<file path="src/rtl/icache_refill_ctrl_if.sv">
// Fetch-side and memory-side signal bundle for the L1I refill controller.
// The controller takes the slave view; the fetch/memory model drives master.
interface icache_refill_ctrl_if #(
  parameter int ADDR_W = 32,
  parameter int LINE_W = 256,
  parameter int BEAT_W = 64
);
  logic              miss_i;
  logic [ADDR_W-1:0] missAddr_i;
  logic              flush_i;
  logic              memReq_o;
  logic [ADDR_W-1:0] memAddr_o;
  logic              memGnt_i;
  logic              memRespValid_i;
  logic [BEAT_W-1:0] memRespData_i;
  logic              wrEnable_o;
  logic [ADDR_W-1:0] wrAddr_o;
  logic [LINE_W-1:0] instBlock_o;
  logic              busy_o;
  logic              pfActive_o;

  modport slave (
    input  miss_i, missAddr_i, flush_i,
    input  memGnt_i, memRespValid_i, memRespData_i,
    output memReq_o, memAddr_o,
    output wrEnable_o, wrAddr_o, instBlock_o,
    output busy_o, pfActive_o
  );

  modport master (
    output miss_i, missAddr_i, flush_i,
    output memGnt_i, memRespValid_i, memRespData_i,
    input  memReq_o, memAddr_o,
    input  wrEnable_o, wrAddr_o, instBlock_o,
    input  busy_o, pfActive_o
  );
endinterface

</file>
<file path="src/rtl/icache_refill_ctrl.sv">
// L1I line refill sequencer: miss capture, memory request/grant, beat assembly.
// Define ICACHE_NEXT_LINE_PREFETCH_EN to build in next-line prefetch.
module icache_refill_ctrl #(
  parameter int ADDR_W = 32,
  parameter int LINE_W = 256,
  parameter int BEAT_W = 64
) (
  input logic clk,
  input logic reset,
  icache_refill_ctrl_if.slave bus
);
  localparam int LB    = LINE_W / 8;
  localparam int BEATS = LINE_W / BEAT_W;
  localparam int OFF_W = $clog2(LB);
  localparam int BC_W  = $clog2(BEATS);

  typedef enum logic [1:0] {IDLE, REQ, DATA, WRITE} state_e;

  state_e            state_q, state_d;
  logic [ADDR_W-1:0] line_addr_q, line_addr_d;
  logic              is_pf_q, is_pf_d;
  logic [BC_W-1:0]   beat_cnt_q, beat_cnt_d;
  logic [LINE_W-1:0] line_q, line_d;
  logic [ADDR_W-1:0] wr_addr_q, wr_addr_d;
  logic [LINE_W-1:0] inst_block_q, inst_block_d;
  logic              after_wr_q, after_wr_d;
  logic [ADDR_W-1:0] miss_line;
  logic              sup;
  logic              busy;
  logic              pf_set, pf_clr;
  logic              unused_lo;

  assign miss_line = {bus.missAddr_i[ADDR_W-1:OFF_W], {OFF_W{1'b0}}};
  assign unused_lo = ^bus.missAddr_i[OFF_W-1:0];
  // The tag array lags one cycle behind the write port.
  assign sup  = after_wr_q && (miss_line == line_addr_q);
  assign busy = (state_q != IDLE);

`ifdef ICACHE_NEXT_LINE_PREFETCH_EN
  logic              pend_q, pend_d;
  logic [ADDR_W-1:0] pf_addr_q, pf_addr_d;

  always_comb begin
    pend_d    = pend_q;
    pf_addr_d = pf_addr_q;
    if (pf_clr) pend_d = 1'b0;
    if (pf_set) begin
      pend_d    = 1'b1;
      pf_addr_d = line_addr_q + ADDR_W'(LB);
    end
  end

  always_ff @(posedge clk or posedge reset) begin
    if (reset) begin
      pend_q    <= 1'b0;
      pf_addr_q <= '0;
    end else begin
      pend_q    <= pend_d;
      pf_addr_q <= pf_addr_d;
    end
  end

  assign bus.pfActive_o = busy && is_pf_q;
`else
  logic              pend_q;
  logic [ADDR_W-1:0] pf_addr_q;
  logic              unused_pf;

  assign pend_q         = 1'b0;
  assign pf_addr_q      = '0;
  assign unused_pf      = ^{pf_set, pf_clr, is_pf_q};
  assign bus.pfActive_o = 1'b0;
`endif

  always_comb begin
    state_d      = state_q;
    line_addr_d  = line_addr_q;
    is_pf_d      = is_pf_q;
    beat_cnt_d   = beat_cnt_q;
    line_d       = line_q;
    wr_addr_d    = wr_addr_q;
    inst_block_d = inst_block_q;
    after_wr_d   = 1'b0;
    pf_set       = 1'b0;
    pf_clr       = bus.flush_i && (state_q == IDLE);
    unique case (state_q)
      IDLE: begin
        if (bus.miss_i && !sup) begin
          line_addr_d = miss_line;
          is_pf_d     = 1'b0;
          state_d     = REQ;
        end else if (pend_q && !bus.flush_i) begin
          line_addr_d = pf_addr_q;
          is_pf_d     = 1'b1;
          pf_clr      = 1'b1;
          state_d     = REQ;
        end
      end
      REQ: begin
        if (bus.memGnt_i) begin
          state_d    = DATA;
          beat_cnt_d = '0;
        end
`ifdef ICACHE_NEXT_LINE_PREFETCH_EN
        else if (is_pf_q && bus.miss_i) begin
          line_addr_d = miss_line;
          is_pf_d     = 1'b0;
        end else if (is_pf_q && bus.flush_i) begin
          state_d = IDLE;
        end
`endif
      end
      DATA: begin
        if (bus.memRespValid_i) begin
          line_d[int'(beat_cnt_q)*BEAT_W +: BEAT_W] = bus.memRespData_i;
          beat_cnt_d = beat_cnt_q + BC_W'(1);
          if (beat_cnt_q == BC_W'(BEATS-1)) begin
            state_d      = WRITE;
            wr_addr_d    = line_addr_q;
            inst_block_d = line_d;
          end
        end
      end
      WRITE: begin
        state_d    = IDLE;
        after_wr_d = 1'b1;
        pf_set     = !is_pf_q;
      end
      default: state_d = IDLE;
    endcase
  end

  always_ff @(posedge clk or posedge reset) begin
    if (reset) begin
      state_q      <= IDLE;
      line_addr_q  <= '0;
      is_pf_q      <= 1'b0;
      beat_cnt_q   <= '0;
      line_q       <= '0;
      wr_addr_q    <= '0;
      inst_block_q <= '0;
      after_wr_q   <= 1'b0;
    end else begin
      state_q      <= state_d;
      line_addr_q  <= line_addr_d;
      is_pf_q      <= is_pf_d;
      beat_cnt_q   <= beat_cnt_d;
      line_q       <= line_d;
      wr_addr_q    <= wr_addr_d;
      inst_block_q <= inst_block_d;
      after_wr_q   <= after_wr_d;
    end
  end

  assign bus.memReq_o    = (state_q == REQ);
  assign bus.memAddr_o   = line_addr_q;
  assign bus.wrEnable_o  = (state_q == WRITE);
  assign bus.wrAddr_o    = wr_addr_q;
  assign bus.instBlock_o = inst_block_q;
  assign bus.busy_o      = busy;
endmodule

</file>
<file path="src/flat_wrapper.sv">
// flat-port wrapper written by rule: the top's interface ports become plain ports
module icache_refill_ctrl_flat 
#(
  parameter int ADDR_W = 32,
  parameter int LINE_W = 256,
  parameter int BEAT_W = 64
)
  (clk, reset, bus_miss_i, bus_missAddr_i, bus_flush_i, bus_memGnt_i, bus_memRespValid_i, bus_memRespData_i, bus_memReq_o, bus_memAddr_o, bus_wrEnable_o, bus_wrAddr_o, bus_instBlock_o, bus_busy_o, bus_pfActive_o);
  icache_refill_ctrl_if #(.ADDR_W(ADDR_W), .LINE_W(LINE_W), .BEAT_W(BEAT_W)) bus_i ();
  input logic clk;
  input logic reset;
  input wire logic [$bits(bus_i.miss_i)-1:0] bus_miss_i;
  input wire logic [$bits(bus_i.missAddr_i)-1:0] bus_missAddr_i;
  input wire logic [$bits(bus_i.flush_i)-1:0] bus_flush_i;
  input wire logic [$bits(bus_i.memGnt_i)-1:0] bus_memGnt_i;
  input wire logic [$bits(bus_i.memRespValid_i)-1:0] bus_memRespValid_i;
  input wire logic [$bits(bus_i.memRespData_i)-1:0] bus_memRespData_i;
  output wire logic [$bits(bus_i.memReq_o)-1:0] bus_memReq_o;
  output wire logic [$bits(bus_i.memAddr_o)-1:0] bus_memAddr_o;
  output wire logic [$bits(bus_i.wrEnable_o)-1:0] bus_wrEnable_o;
  output wire logic [$bits(bus_i.wrAddr_o)-1:0] bus_wrAddr_o;
  output wire logic [$bits(bus_i.instBlock_o)-1:0] bus_instBlock_o;
  output wire logic [$bits(bus_i.busy_o)-1:0] bus_busy_o;
  output wire logic [$bits(bus_i.pfActive_o)-1:0] bus_pfActive_o;
  assign bus_i.miss_i = bus_miss_i;
  assign bus_i.missAddr_i = bus_missAddr_i;
  assign bus_i.flush_i = bus_flush_i;
  assign bus_i.memGnt_i = bus_memGnt_i;
  assign bus_i.memRespValid_i = bus_memRespValid_i;
  assign bus_i.memRespData_i = bus_memRespData_i;
  assign bus_memReq_o = bus_i.memReq_o;
  assign bus_memAddr_o = bus_i.memAddr_o;
  assign bus_wrEnable_o = bus_i.wrEnable_o;
  assign bus_wrAddr_o = bus_i.wrAddr_o;
  assign bus_instBlock_o = bus_i.instBlock_o;
  assign bus_busy_o = bus_i.busy_o;
  assign bus_pfActive_o = bus_i.pfActive_o;
  icache_refill_ctrl #(.ADDR_W(ADDR_W), .LINE_W(LINE_W), .BEAT_W(BEAT_W)) u_core (.clk(clk), .reset(reset), .bus(bus_i));
endmodule
</file>
<file path="config.mk">
export PLATFORM = sky130hd
export DESIGN_NAME = icache_refill_ctrl_flat
export DESIGN_NICKNAME = d
export VERILOG_FILES = /design/src/rtl/icache_refill_ctrl_if.sv /design/src/rtl/icache_refill_ctrl.sv /design/src/flat_wrapper.sv
export SDC_FILE = /design/constraint.sdc
export NUM_CORES = 1
export LEC_CHECK = 0
export ABC_AREA = 1
export BUFFER_PORTS_ARGS = -buffer_cell sky130_fd_sc_hd__buf_2
export CAP_MARGIN = 20
export CORE_MARGIN = 8
export CORE_UTILIZATION = 40
export DETAILED_ROUTE_END_ITERATION = 10
export GPL_TIMING_DRIVEN = 0
export PLACE_DENSITY = 0.63
export SLEW_MARGIN = 20
export SYNTH_ARGS = -nofsm -noshare
export SYNTH_HDL_FRONTEND = slang
export SYNTH_SLANG_ARGS = --single-unit
</file>
<file path="constraint.sdc">
create_clock -name clk -period 21 [get_ports clk]
set_input_delay 1.05 -clock clk [delete_from_list [all_inputs] [get_ports clk]]
set_output_delay 1.05 -clock clk [all_outputs]
set_load 0.02 [all_outputs]
</file>
==> qor.yml <==
cts:
  htreeDepth: 2
  cts.root.buffer_cell: "clkbuf_16"
  cts_hold_buf: 0
  clockBufferDepth: 3
  clock_sinks: 571
  clk_latency_ns: 0.63
  cts_buffers: 60
  cts_setup_buffers: 0
  cts_tree: "yes"
  cts_resized: 0
  cts.clk_slew.worst_paths_ns: 0.06
logic_synthesis:
  synth_top_area_share: 0.574
  syn_avg_cell_area_um2: 10.1
  synth_flop_cell: "dfrtp_1"
  synth_edf_count: 0
  postSynthCellCount: 2457
  synth.most_common_cell: "dfrtp_1"
  yosysWarnings: 0
  netlist_area_mm2: 0.0249
  synthArstFlopShare: 1.00
  yosys.area.top_type: "dfrtp_1"
  synth.distinct_cells: 29
  yosys-top-cells-count: "dfrtp_1 (571), nand2_1 (437), inv_1 (377)"
  ys_ff_latch: 571
  yosys-top-cells-area: "dfrtp_1 (57%), mux2_2 (12%), nand2_1 (6.6%)"
  ys_seq_area_frac: 0.574
critical_path:
  crit_slowest_cell: "clkbuf_1"
  end_kind: "flip-flop"
  required_ns: 21.54
  cpPeakStageDelay_ns: 0.94
  worst-endpoint-arrival_ns: 3.62
  crit_family: "buffers and inverters"
  critical_path.cell_chain: "inv_1 > ha_1 > nand2_1 > inv_2 > clkbuf_1 > clkbuf_1 > nand2_1 > o21ai_0"
  start_kind: "flip-flop"
  criticalPathCategory: "flip-flop to flip-flop"
  cp_max_fo: 12
  critPathBufInv: 4
floorplan:
  dieHeight_um: 266
  pin_count: 426
  die_w_um: 266
  rows: 91
  coreArea_mm2: 0.0616
  design.die.area_mm2: 0.0705
  start_util: 0.404
sta:
  finalHoldViolations: 0
  max_freq_mhz: 325
  setup_slack_ns: 17.92
  min_period_ns: 3.08
  period_share: 0.147
  rsz0062_at_grt: "false"
  setup_viol: 0
  finalClockSkew_ns: 0.0110
  relSlewSlack: 0.197
  drv_slew: 0
  worstMarginPinSlew_ns: 1.20
routing:
  ant_nets: 0
  finalWirelength_um: 82800
  vias_per_cell: 5.25
  vias: 20100
  dr.first_iter.drc_count: 1788
  wl_per_cell_um: 21.6
  drt_first_pass_iters: 6
  drc: 0
global_route:
  first_global_vias: 20600
  grt_start_max_net_pins: 107
  overflow: 0
  grt_pass1_wl_um: 125000
  grt_util_all_layers: 0.229
  grt_antenna_before_repair: 5
pwr:
  ir_drop_mv: 0.0677
  power.total_mw: 4.26
  p_leak_nw: 15.2
  powerDensity_mw_per_mm2: 141
placement:
  routabilityCongestion: 0.865
  port_buffers: 408
  dp_slack_ns: 17.57
  dp_hpwl_um: 61500
status:
  status: "complete, no violations"
cells_and_area:
  area_delta_synth_final_pct: 21.3
  nets: 3055
  drive_above_1_share: 0.287
  nFillCells: 5593
flow_run:
  maxCapViolCount: 0
min_path:
  min_path_type: "input port to async pin"
## worst register-to-register path: stages (launching register included)
cell      delay [ns]
dfrtp_1         0.42
inv_1           0.11
ha_1            0.19
nand2_1         0.12
inv_2           0.37
clkbuf_1        0.95
clkbuf_1        0.60
nand2_1         0.14
o21ai_0         0.10
## stage by stage
stage	instances	cell area [um^2]	TNS, ns	hold WS (ns)	util
after detailed placement	3718	28200	0	0.474	0.458
after global routing	3826	30200	0	0.497	0.490
after global placement	3712	28000	-995.25	0.468	0.455
after CTS	3825	30200	0	0.487	0.490
final	3829	30200	0	0.481	0.491
after floorplan	2467	24900	0	0.490	-
## worst paths after layout
| path | slack (ns) | to | depth (start not counted) | startpoint |
|---|---|---|---|---|
| min in group clk | 0.48 | u_core.bus.wrAddr_o[13] | 1 | u_core.bus.wrAddr_o[13] |
| max in group asynchronous | 18.65 | u_core.bus.instBlock_o[230] | 5 | reset |
| hold / removal | 0.48 | u_core.bus.wrAddr_o[19] | 2 | reset |
| setup reg to reg | 17.92 | u_core.line_q[255] | 8 | u_core.state_q[0] |
| setup / recovery | 17.92 | u_core.line_q[255] | 8 | u_core.state_q[0] |
| hold reg to reg | 0.48 | u_core.bus.wrAddr_o[13] | 1 | u_core.bus.wrAddr_o[13] |
## report_power, final
group          internal (mW)  switching, mW
clock network          0.635          0.448
registers               1.44          0.160
logic                  0.492           1.08
## area by class of cell
cell class | count | area [um^2] | area share
clock inverters | 13 | 174 | 0.00576
repair buffers | 414 | 2190 | 0.0726
diodes | 4 | 10.0 | 0.000331
inverters | 386 | 1460 | 0.0482
multi-input cells | 1337 | 8420 | 0.279
well taps | 837 | 1050 | 0.0347
plain buffers | 173 | 785 | 0.0260
flip-flops and latches | 571 | 14300 | 0.473
clock buffers | 94 | 1840 | 0.0609
## placed cells by master, fill, tap and decap left out, types with 2 or more instances in the layout
master / n
clkbuf_16: 60
conb_1: 11
o21ai_2: 4
a21oi_1: 2
nand3_1: 29
buf_2: 464
inv_2: 6
xnor2_1: 6
nor2_2: 2
o22ai_1: 192
o21ai_1: 10
clkbuf_1: 80
diode_2: 4
buf_16: 5
clkinv_2: 6
buf_6: 3
clkbuf_8: 21
o21ai_0: 272
buf_4: 11
o32ai_1: 64
o21a_1: 21
ha_1: 10
mux2_2: 262
clkinv_1: 3
nand2_1: 437
buf_1: 35
inv_1: 376
bufinv_16: 3
nor2_1: 10
dfrtp_1: 571
## sequential cells by signal, summed over array words and instances (netlist names)
signal / flops
u_core.line_q: 256
u_core.after_wr_q: 1
u_core.beat_cnt_q: 2
u_core.bus.wrAddr_o: 27
u_core.state_q: 2
u_core.bus.memAddr_o: 27
u_core.bus.instBlock_o: 256
## logic make-up (layout without fill, tap and decap cells)
| kind of cell | after synthesis | in the layout | synth area share |
|---|---|---|---|
| buffers and inverters | 559 | 1080 | 0.0896 |
| flip-flops | 571 | 571 | 0.574 |
| adder cells (fa/ha/maj) | 10 | 10 | 0.00502 |
| AND/OR/NAND/NOR | 483 | 483 | 0.0754 |
| AO/OA/AOI/OAI | 565 | 565 | 0.136 |
| XOR/XNOR | 6 | 6 | 0.00211 |
| multiplexers | 262 | 262 | 0.118 |
| other | 1 | 15 | 0.000151 |
## per-layer routing
metal,routed length [um],share of wire,global-route usage,vias up
met5,0,0,0,-
li1,-,-,-,9120
met3,6620,0.080,0.0530,154
met4,2650,0.032,0.0748,0
met1,34100,0.41,0.294,10000
met2,39500,0.48,0.379,801
Note: power is estimated with default switching activity, not from simulation.
